`config.mk`:
```
export PLATFORM = sky130hd
export DESIGN_NAME = player_ctrl
export DESIGN_NICKNAME = d
export VERILOG_FILES = /design/src/rtl/player_pkg.sv /design/src/rtl/player_ctrl_frame_tick_gen.sv /design/src/rtl/player_ctrl.sv
export SDC_FILE = /design/constraint.sdc
export NUM_CORES = 1
export LEC_CHECK = 0
export BUFFER_PORTS_ARGS = -buffer_cell sky130_fd_sc_hd__buf_2
export CORE_AREA = 10 10 106 61
export CTS_BUF_LIST = sky130_fd_sc_hd__clkbuf_16
export DETAILED_ROUTE_END_ITERATION = 10
export DIE_AREA = 0 0 116 71
export PLACE_DENSITY = 0.73
export SETUP_SLACK_MARGIN = 0.05
export SLEW_MARGIN = 25
export SYNTH_ARGS = -nofsm -noshare
export SYNTH_HDL_FRONTEND = slang
export SYNTH_HIERARCHICAL = 1
export SYNTH_SLANG_ARGS = --single-unit
```
`constraint.sdc`:
```
create_clock -name clk -period 2.2 [get_ports clk]
set_input_delay 0.33 -clock clk [delete_from_list [all_inputs] [get_ports clk]]
set_output_delay 0.33 -clock clk [all_outputs]
set_load 0.02 [all_outputs]
```
`src/rtl/player_pkg.sv`:
```
// Shared constants, types and helpers for the heart-position controller.
// Contents: ASCII key codes, direction enum, position limits and arena
// offsets, and a single-axis step-and-clamp helper.
package player_pkg;

    localparam logic [7:0] KEY_UP    = 8'h77;  // 'w'
    localparam logic [7:0] KEY_DOWN  = 8'h73;  // 's'
    localparam logic [7:0] KEY_LEFT  = 8'h61;  // 'a'
    localparam logic [7:0] KEY_RIGHT = 8'h64;  // 'd'
    localparam logic [7:0] KEY_STOP  = 8'h20;  // ' '
    localparam logic [7:0] KEY_UL    = 8'h71;  // 'q'
    localparam logic [7:0] KEY_UR    = 8'h65;  // 'e'
    localparam logic [7:0] KEY_DL    = 8'h7A;  // 'z'
    localparam logic [7:0] KEY_DR    = 8'h63;  // 'c'

    localparam int unsigned MIN_POS     = 9;
    localparam int unsigned MAX_POS     = 191;
    localparam int unsigned START_POS   = 100;
    localparam int unsigned ARENA_X_OFF = 220;
    localparam int unsigned ARENA_Y_OFF = 140;

    typedef enum logic [3:0] {
        DIR_NONE,
        DIR_U,
        DIR_D,
        DIR_L,
        DIR_R,
        DIR_UL,
        DIR_UR,
        DIR_DL,
        DIR_DR
    } dir_e;

    // One axis step in 9 bits, saturating at [lo, hi]; never wraps.
    function automatic logic [7:0] step_axis(
        input logic [7:0] pos,
        input logic       dec,
        input logic       inc,
        input logic [7:0] step,
        input logic [7:0] lo,
        input logic [7:0] hi
    );
        logic [8:0] sum;
        sum = {1'b0, pos};
        if (inc) begin
            sum = {1'b0, pos} + {1'b0, step};
        end else if (dec) begin
            sum = ({1'b0, pos} < ({1'b0, lo} + {1'b0, step})) ? {1'b0, lo}
                                                               : {1'b0, pos} - {1'b0, step};
        end
        if (sum > {1'b0, hi}) begin
            sum = {1'b0, hi};
        end
        return sum[7:0];
    endfunction

endpackage

```
`src/rtl/player_ctrl_frame_tick_gen.sv`:
```
// frame_tick_gen: vsync rising-edge detector.
// Ports: clk, reset (sync, active-high), vsync_i (renderer vsync),
//        frame_tick_o (combinational one-cycle pulse on a vsync rising edge).
// armed_q masks the first cycle after reset so a vsync that is already high
// when reset releases does not count as an edge.
module frame_tick_gen (
    input  logic clk,
    input  logic reset,
    input  logic vsync_i,
    output logic frame_tick_o
);

    logic vsync_q;
    logic armed_q;

    always_ff @(posedge clk) begin
        if (reset) begin
            vsync_q <= 1'b0;
            armed_q <= 1'b0;
        end else begin
            vsync_q <= vsync_i;
            armed_q <= 1'b1;
        end
    end

    assign frame_tick_o = vsync_i & ~vsync_q & armed_q;

endmodule

```
`src/rtl/player_ctrl.sv`:
```
// player_ctrl: turns ASCII key events into the heart position, one step per frame.
// Ports: clk, reset (sync, active-high), vsync, key_valid, key_code[7:0],
//        playerPos[15:0] = {x, y} inside the arena, isRender (pulse after a frame move),
//        moving (a direction is active).
// Build option: define PLAYER_DIAG_EN to accept 'q'/'e'/'z'/'c' diagonal keys.
module player_ctrl
    import player_pkg::*;
#(
    parameter int unsigned STEP        = 2,
    parameter int unsigned HOLD_FRAMES = 8
) (
    input  logic        clk,
    input  logic        reset,
    input  logic        vsync,
    input  logic        key_valid,
    input  logic [7:0]  key_code,
    output logic [15:0] playerPos,
    output logic        isRender,
    output logic        moving
);

    localparam int unsigned HOLD_W = $clog2(HOLD_FRAMES + 1);

    localparam logic [0:0] S_IDLE = 1'b0;
    localparam logic [0:0] S_MOVE = 1'b1;

    localparam logic [7:0]        STEP_B    = 8'(STEP);
    localparam logic [7:0]        MIN_B     = 8'(MIN_POS);
    localparam logic [7:0]        MAX_B     = 8'(MAX_POS);
    localparam logic [7:0]        START_B   = 8'(START_POS);
    localparam logic [HOLD_W-1:0] HOLD_INIT = HOLD_W'(HOLD_FRAMES);

    logic              frame_tick;
    logic [0:0]        state_q, state_d;
    dir_e              dir_q, dir_d;
    dir_e              key_dir;
    logic [HOLD_W-1:0] hold_q, hold_d;
    logic [7:0]        x_q, x_d;
    logic [7:0]        y_q, y_d;
    logic              render_q, render_d;
    logic              x_inc, x_dec, y_inc, y_dec;

    frame_tick_gen u_tick (
        .clk          (clk),
        .reset        (reset),
        .vsync_i      (vsync),
        .frame_tick_o (frame_tick)
    );

    // Key decode; space and unknown codes map to DIR_NONE.
    always_comb begin
        key_dir = DIR_NONE;
        case (key_code)
            KEY_UP:    key_dir = DIR_U;
            KEY_DOWN:  key_dir = DIR_D;
            KEY_LEFT:  key_dir = DIR_L;
            KEY_RIGHT: key_dir = DIR_R;
`ifdef PLAYER_DIAG_EN
            KEY_UL:    key_dir = DIR_UL;
            KEY_UR:    key_dir = DIR_UR;
            KEY_DL:    key_dir = DIR_DL;
            KEY_DR:    key_dir = DIR_DR;
`else
`endif
            default:   key_dir = DIR_NONE;
        endcase
    end

    // Next state: the key is applied first, so a tick in the same cycle
    // already moves with the new direction and the reloaded hold count.
    always_comb begin
        state_d  = state_q;
        dir_d    = dir_q;
        hold_d   = hold_q;
        x_d      = x_q;
        y_d      = y_q;
        render_d = 1'b0;
        x_inc    = 1'b0;
        x_dec    = 1'b0;
        y_inc    = 1'b0;
        y_dec    = 1'b0;

        if (key_valid) begin
            if (key_dir != DIR_NONE) begin
                state_d = S_MOVE;
                dir_d   = key_dir;
                hold_d  = HOLD_INIT;
            end else if (key_code == KEY_STOP && state_q == S_MOVE) begin
                state_d = S_IDLE;
                dir_d   = DIR_NONE;
                hold_d  = '0;
            end
        end

        // Screen y grows downward, so "up" decrements y.
        case (dir_d)
            DIR_U:   y_dec = 1'b1;
            DIR_D:   y_inc = 1'b1;
            DIR_L:   x_dec = 1'b1;
            DIR_R:   x_inc = 1'b1;
            DIR_UL:  begin x_dec = 1'b1; y_dec = 1'b1; end
            DIR_UR:  begin x_inc = 1'b1; y_dec = 1'b1; end
            DIR_DL:  begin x_dec = 1'b1; y_inc = 1'b1; end
            DIR_DR:  begin x_inc = 1'b1; y_inc = 1'b1; end
            default: ;
        endcase

        // Each axis clamps on its own; a blocked move still consumes a frame.
        if (frame_tick && state_d == S_MOVE) begin
            x_d      = step_axis(x_q, x_dec, x_inc, STEP_B, MIN_B, MAX_B);
            y_d      = step_axis(y_q, y_dec, y_inc, STEP_B, MIN_B, MAX_B);
            hold_d   = hold_d - HOLD_W'(1);
            render_d = 1'b1;
            if (hold_d == '0) begin
                state_d = S_IDLE;
                dir_d   = DIR_NONE;
            end
        end
    end

    always_ff @(posedge clk) begin
        if (reset) begin
            state_q  <= S_IDLE;
            dir_q    <= DIR_NONE;
            hold_q   <= '0;
            x_q      <= START_B;
            y_q      <= START_B;
            render_q <= 1'b0;
        end else begin
            state_q  <= state_d;
            dir_q    <= dir_d;
            hold_q   <= hold_d;
            x_q      <= x_d;
            y_q      <= y_d;
            render_q <= render_d;
        end
    end

    assign playerPos = {x_q, y_q};
    assign isRender  = render_q;
    assign moving    = (state_q == S_MOVE);

endmodule

```
# After elaboration in Yosys (flattened, before gate mapping)
# Index checks and enable logic that the tools add are counted.
[op_classes] addsub=5 n_lt_le_gt_ge=4 eq_ne=13 mux=31 n_bitwise=3 reduce_logical=8
[op_table] cell="$mux 9" count=8
[op_table] cell="$mux 4" count=9
[op_table] cell="$eq 8x7->1 const B" count=4
[op_table] cell="$add 8x2->9 const B" count=2
[op_table] cell="$gt 9x8->1 const B" count=2
[op_table] cell="$sub 8x2->9 const B" count=2
[op_table] cell="$eq 4x3->1 const B" count=4
[op_table] cell="$lt 8x4->1 const B" count=2
[op_table] cell="$mux 8" count=2
[op_table] cell="$pmux 3 s4" count=1
[op_table] cell="$reduce_or 3->1" count=4
[op_table] cell="$mux 1" count=11
[op_table] cell="$eq 4x2->1 const B" count=2
[op_table] cell="$eq 8x6->1 const B" count=1
[op_table] cell="$eq 4x1->1 const B" count=1
[op_table] cell="$eq 4x4->1 const B" count=1
[op_table] cell="$logic_not 4->1" count=1
[op_table] cell="$reduce_bool 4->1" count=1
[op_table] cell="$sub 4x1->4 const B" count=1
[op_table] cell="$and 1x1->1" count=2
[op_table] cell="$logic_and 1x1->1" count=2
[op_table] cell="$not 1->1" count=1
[totals] reg_bits=28

# Depth between registers and ports, before layout
[logic_depth] depth_word=13 ltp_mapped=10

# Modules after synthesis
# Netlist, hierarchy kept.
[modules_own_cells] mod="player_ctrl" instances=1 cells_per_inst=273 area_per_inst_um2=2233.4 seq_area_each_um2=520.5
[modules_own_cells] mod="frame_tick_gen" instances=1 cells_per_inst=5 area_per_inst_um2=58.8 seq_area_each_um2=40.0

# Worst setup path before layout
# Ideal clock, no wire load.
[synth_timing] path_kind="register to register" startpoint="register x_q[3]" endpoint="register x_q[5]" setup_time_ps=122 arrival_time_ps=2186 required_ps=2078 setup_slack_ps=-108 stages_incl_launch_ff=10 n_path_buf=1 path_cell_list="dfxtp_1 > buf_2 > or3_1 > o31a_1 > a221oi_2 > o211ai_1 > o211a_1 > mux2i_4 > o21ai_1 > a221o_1"
[synth_between] elab_chain_cells=7
[synth_lines] item="start, declared" line_no="player_ctrl.sv:38" text="logic [7:0] x_q, x_d;"
[synth_lines] item="start signal, assigned" line_no="player_ctrl.sv:126" text="x_q <= START_B;"
[synth_lines] item="start signal, assigned" line_no="player_ctrl.sv:133" text="x_q <= x_d;"
[synth_lines] item="$sub 8x2->9 / $lt 8x4->1 (equally long branches)" line_no="player_pkg.sv:49, player_pkg.sv:48"
[synth_lines] item="$mux 9" line_no="player_pkg.sv:48" text="sum = ({1'b0, pos} < ({1'b0, lo} + {1'b0, step})) ? {1'b0, lo}"
[synth_lines] item="$mux 9" line_no="player_pkg.sv:47" text="end else if (dec) begin"
[synth_lines] item="$mux 9 (*)" line_no="player_pkg.sv:45" text="if (inc) begin"
[synth_lines] item="$mux 9 (*)" line_no="player_ctrl.sv:109" text="if (frame_tick && state_d == S_MOVE) begin"
[synth_lines] item="$gt 9x8->1" line_no="player_pkg.sv:51" text="if (sum > {1'b0, hi}) begin"
[synth_lines] item="$mux 8 (*)" line_no="player_pkg.sv:51"
# Mark *: on every way between the ends. The rest lies on a longest branch, timed or not. The select of a mux whose other input is x is not followed.
# A chain may end at the register's enable or synchronous reset.

# Worst setup path after layout
[layout_timing] startpoint="register x_q[1]" endpoint="register x_q[3]"
# The elaborated chain is that of the path after synthesis.

==> reports/summary.txt <==
Top FF cell, synth - dfxtp_1
R2R depth - 8
Slew Viols, Final - 0
synthesized cell area - 2292 sq um
area leader, netlist - dfxtp_1
Int Power - 0.9185 mW
Die Area - 8236 sq um
CTS tree - done
Syn Area/Cell - 8.245 sq um
fin area - 3522 sq um
crit path max-delay cell type - or3_4
P_sw - 0.2470 mW
Unique masters post-synth - 75
setup repair after global routing missed its margin - yes
vias post-DR - 2836
GR Util met2 - 0.2844
Hold Fails Final Rpt - 0
top post-synthesis cells by area - dfxtp_1 24%, nor2_1 4.6%, nand2_1 4.3%
Post-Route WL - 9.159 mm
failing checks - setup timing
root buf cell - clkbuf_16
ys async rst share - 0
H-tree lvl count - 1
CP Capture Type - register
Synth top cells by count - 28 x dfxtp_1, 28 x nor2_1, 26 x nand2_1
Final setup viols - 12
# placed instances - 419
CTS max path bufs - 2
vias in the first global route - 2603
Worst EP required - 2370 ps
placer congestion estimate - 1.006
Starting Density - 0.4893
Clock power frac - 0.474
largest net degree at the start of global routing - 18
drt wl/cell - 20.91 microns
Critical Path Max Stage Delay - 410 ps
Most Crowded Layer GR - met2
status - finished, violations left
final std cells w/o fill - 438
capture point of the worst reg-to-reg path - x_q[3]$_SDFFE_PP0P_
core area - 4684 sq um
clock latency on the worst-skew pair - 270 ps
share of cells above drive strength 1 - 0.5106
logic gate share of total power - 0.088
Area growth, synth to finish - 53.66%
CP Class - register to register
num rows - 18
first-pass iteration count of the detailed router - 7
max-cap viol count - 0
initial antenna violation count - 0
Die Width - 116 microns
M1 GR Usage - 0.2786
clk sinks - 28
Leak - 1.416 nW
crit-path cells - or3_4 -> nor4_4 -> or2b_1 -> o211ai_1 -> o211a_1 -> mux2i_4 -> buf_4 -> a311oi_1
number of flops mapped to enable cells by yosys - 0
Via density - 6.475
worst-margin pin slew - 423.8 ps
Die Y-Extent - 71 microns
Cells on Worst Hold Path - 2
Ys Warns - 6
Sw Share - 0.2119
CTS clock-pin slew for the worst setup and hold paths - 70 ps
final antenna-violating net count - 0
number of I/O pins - 30
post-synthesis sequential area ratio - 0.2445
GR Util met3 - 0.07071
Mapped Cells - 278
fin crit share - 1.063
CP Data Arrival Time - 2510 ps
Slew headroom - 0.7153
Net Count, Synth - 296
Worst Skew - 7.851 ps
pre-CTS setup slack - -308.2 ps
Detail Placement HPWL - 5.864 mm
Total GRT Usage - 0.1966
Seq pwr share - 0.439
CP startpoint kind - register
highest clock rate - 427.8 MHz
worst min-delay path category - primary input to register
antenna cells - 0
Setup WS post-layout - -137.5 ps
HP Start - vsync
Critical R2R Launch - x_q[1]$_SDFFE_PP0P_
final worst path period need - 2338 ps
placed inst area - 2963 sq um
DR DRC count - 0
Worst Hold End - u_tick/vsync_q$_SDFF_PP0_
DR iter-0 viols - 442
Synth top area share - 0.2445
GRT overflow - 0
Crit Path Max Fanout - 4
FF-to-FF setup slack - -140 ps
Buffers on Ports - 29
total CTS buffers - 3
PD cells - 330.9 nW/um^2
maximum vdd drop - 0.3694 mV
NumNets Final - 397
first-pass GRT wire length - 13.40 mm
register bit total from synthesis - 28
[stage by stage]
step	hold WS, ps	setup TNS (ps)	utilization	power (mW)
final	286.8	-748.6	0.7519	1.166
after global routing	304.2	-1927	0.7519	1.189
after CTS	290.1	-159.4	0.6886	1.146
after detailed placement	523.2	-3819	0.6325	0.6057
after global placement	508.2	-3298	0.6325	0.6039
after floorplan	386.5	-18.19	-	0.5608
[worst max-delay path: cells and delay by family, from the launching register on]
family | cells | cell delay, ps
buffers and inverters | 1 | 170
AND/OR/NAND/NOR | 3 | 910
multiplexers | 1 | 90
AO/OA/AOI/OAI | 3 | 730
flip-flops | 1 | 320
[kinds of logic (layout without fill, tap and decap cells)]
group	count (synthesis)	after routing	synth area share
xor gates and xnor gates	6	6	0.02293
DFF	28	28	0.2445
buffers and inverters	29	129	0.05731
and+or+nand+nor	118	118	0.3161
adders and majority gates	6	6	0.03275
muxes	4	4	0.02293
AOI/OAI and AO/OA	87	87	0.3035
[layer usage]
metal  up-vias  routed length, microns
li1       1258                       -
met2       204                    3854
met3        23                    1179
met5         -                       0
met4         0                     124
met1      1351                    4002
[worst max-delay path by stage]
stage,start,endpoint
floorplan,x_q[3]$_SDFFE_PP0P_,x_q[5]$_SDFFE_PP1P_
global placement,key_code[7],y_q[4]$_SDFFE_PP0P_
detailed placement,key_code[7],y_q[5]$_SDFFE_PP1P_
CTS,x_q[3]$_SDFFE_PP0P_,x_q[3]$_SDFFE_PP0P_
global route,dir_q[1]$_SDFF_PP0_,x_q[4]$_SDFFE_PP0P_
finish,x_q[1]$_SDFFE_PP0P_,x_q[3]$_SDFFE_PP0P_
[cell usage in the layout, fill, tap and decap left out, drive strengths merged, types with 3 or more instances in the layout]
cell	instances
nand4bb	3
xnor2	4
and3	6
o21ai	14
nand4	5
o31ai	4
a21oi	15
nand2	26
buf	112
o211ai	5
nor4	6
mux2i	4
a211oi	7
o221ai	3
a221oi	3
clkbuf	3
ha	6
nor2	31
dfxtp	28
o21a	3
or3	4
nor4b	4
nand2b	3
nor2b	3
nand3	9
a31oi	4
inv	13
nor3	10
[final cells by class]
class                           count  area, sq um
Clock inverter                      1        30.03
Sequential cell                    28        568.0
Fill cell                         317         1162
Multi-Input combinational cell    221         1912
Inverter                           13        48.80
Clock buffer                        3        75.07
Tap cell                           60        75.07
Timing Repair Buffer              112        813.3
[power by group through the flow]
stage	clock network (mW)	registers, mW	logic (mW)
2_1_floorplan	0	0.524	0.0369
3_3_place_gp	0	0.523	0.0808
3_5_place_dp	0	0.523	0.0824
4_1_cts	0.548	0.511	0.0864
5_1_grt	0.568	0.512	0.109
6_report	0.552	0.512	0.102
[registers in the layout (all words and copies together) (netlist names)]
name / flops
isRender: 1
y_q: 8
dir_q: 4
u_tick/armed_q: 1
hold_q: 4
x_q: 8
moving: 1
u_tick/vsync_q: 1
[timing repair]
item,in CTS,in global routing
hold buffers,0,0
pin swaps,17,25
setup endpoints to repair,15,22
setup buffers,8,8
resized for setup,22,52
(Power assumes the default switching activity.)
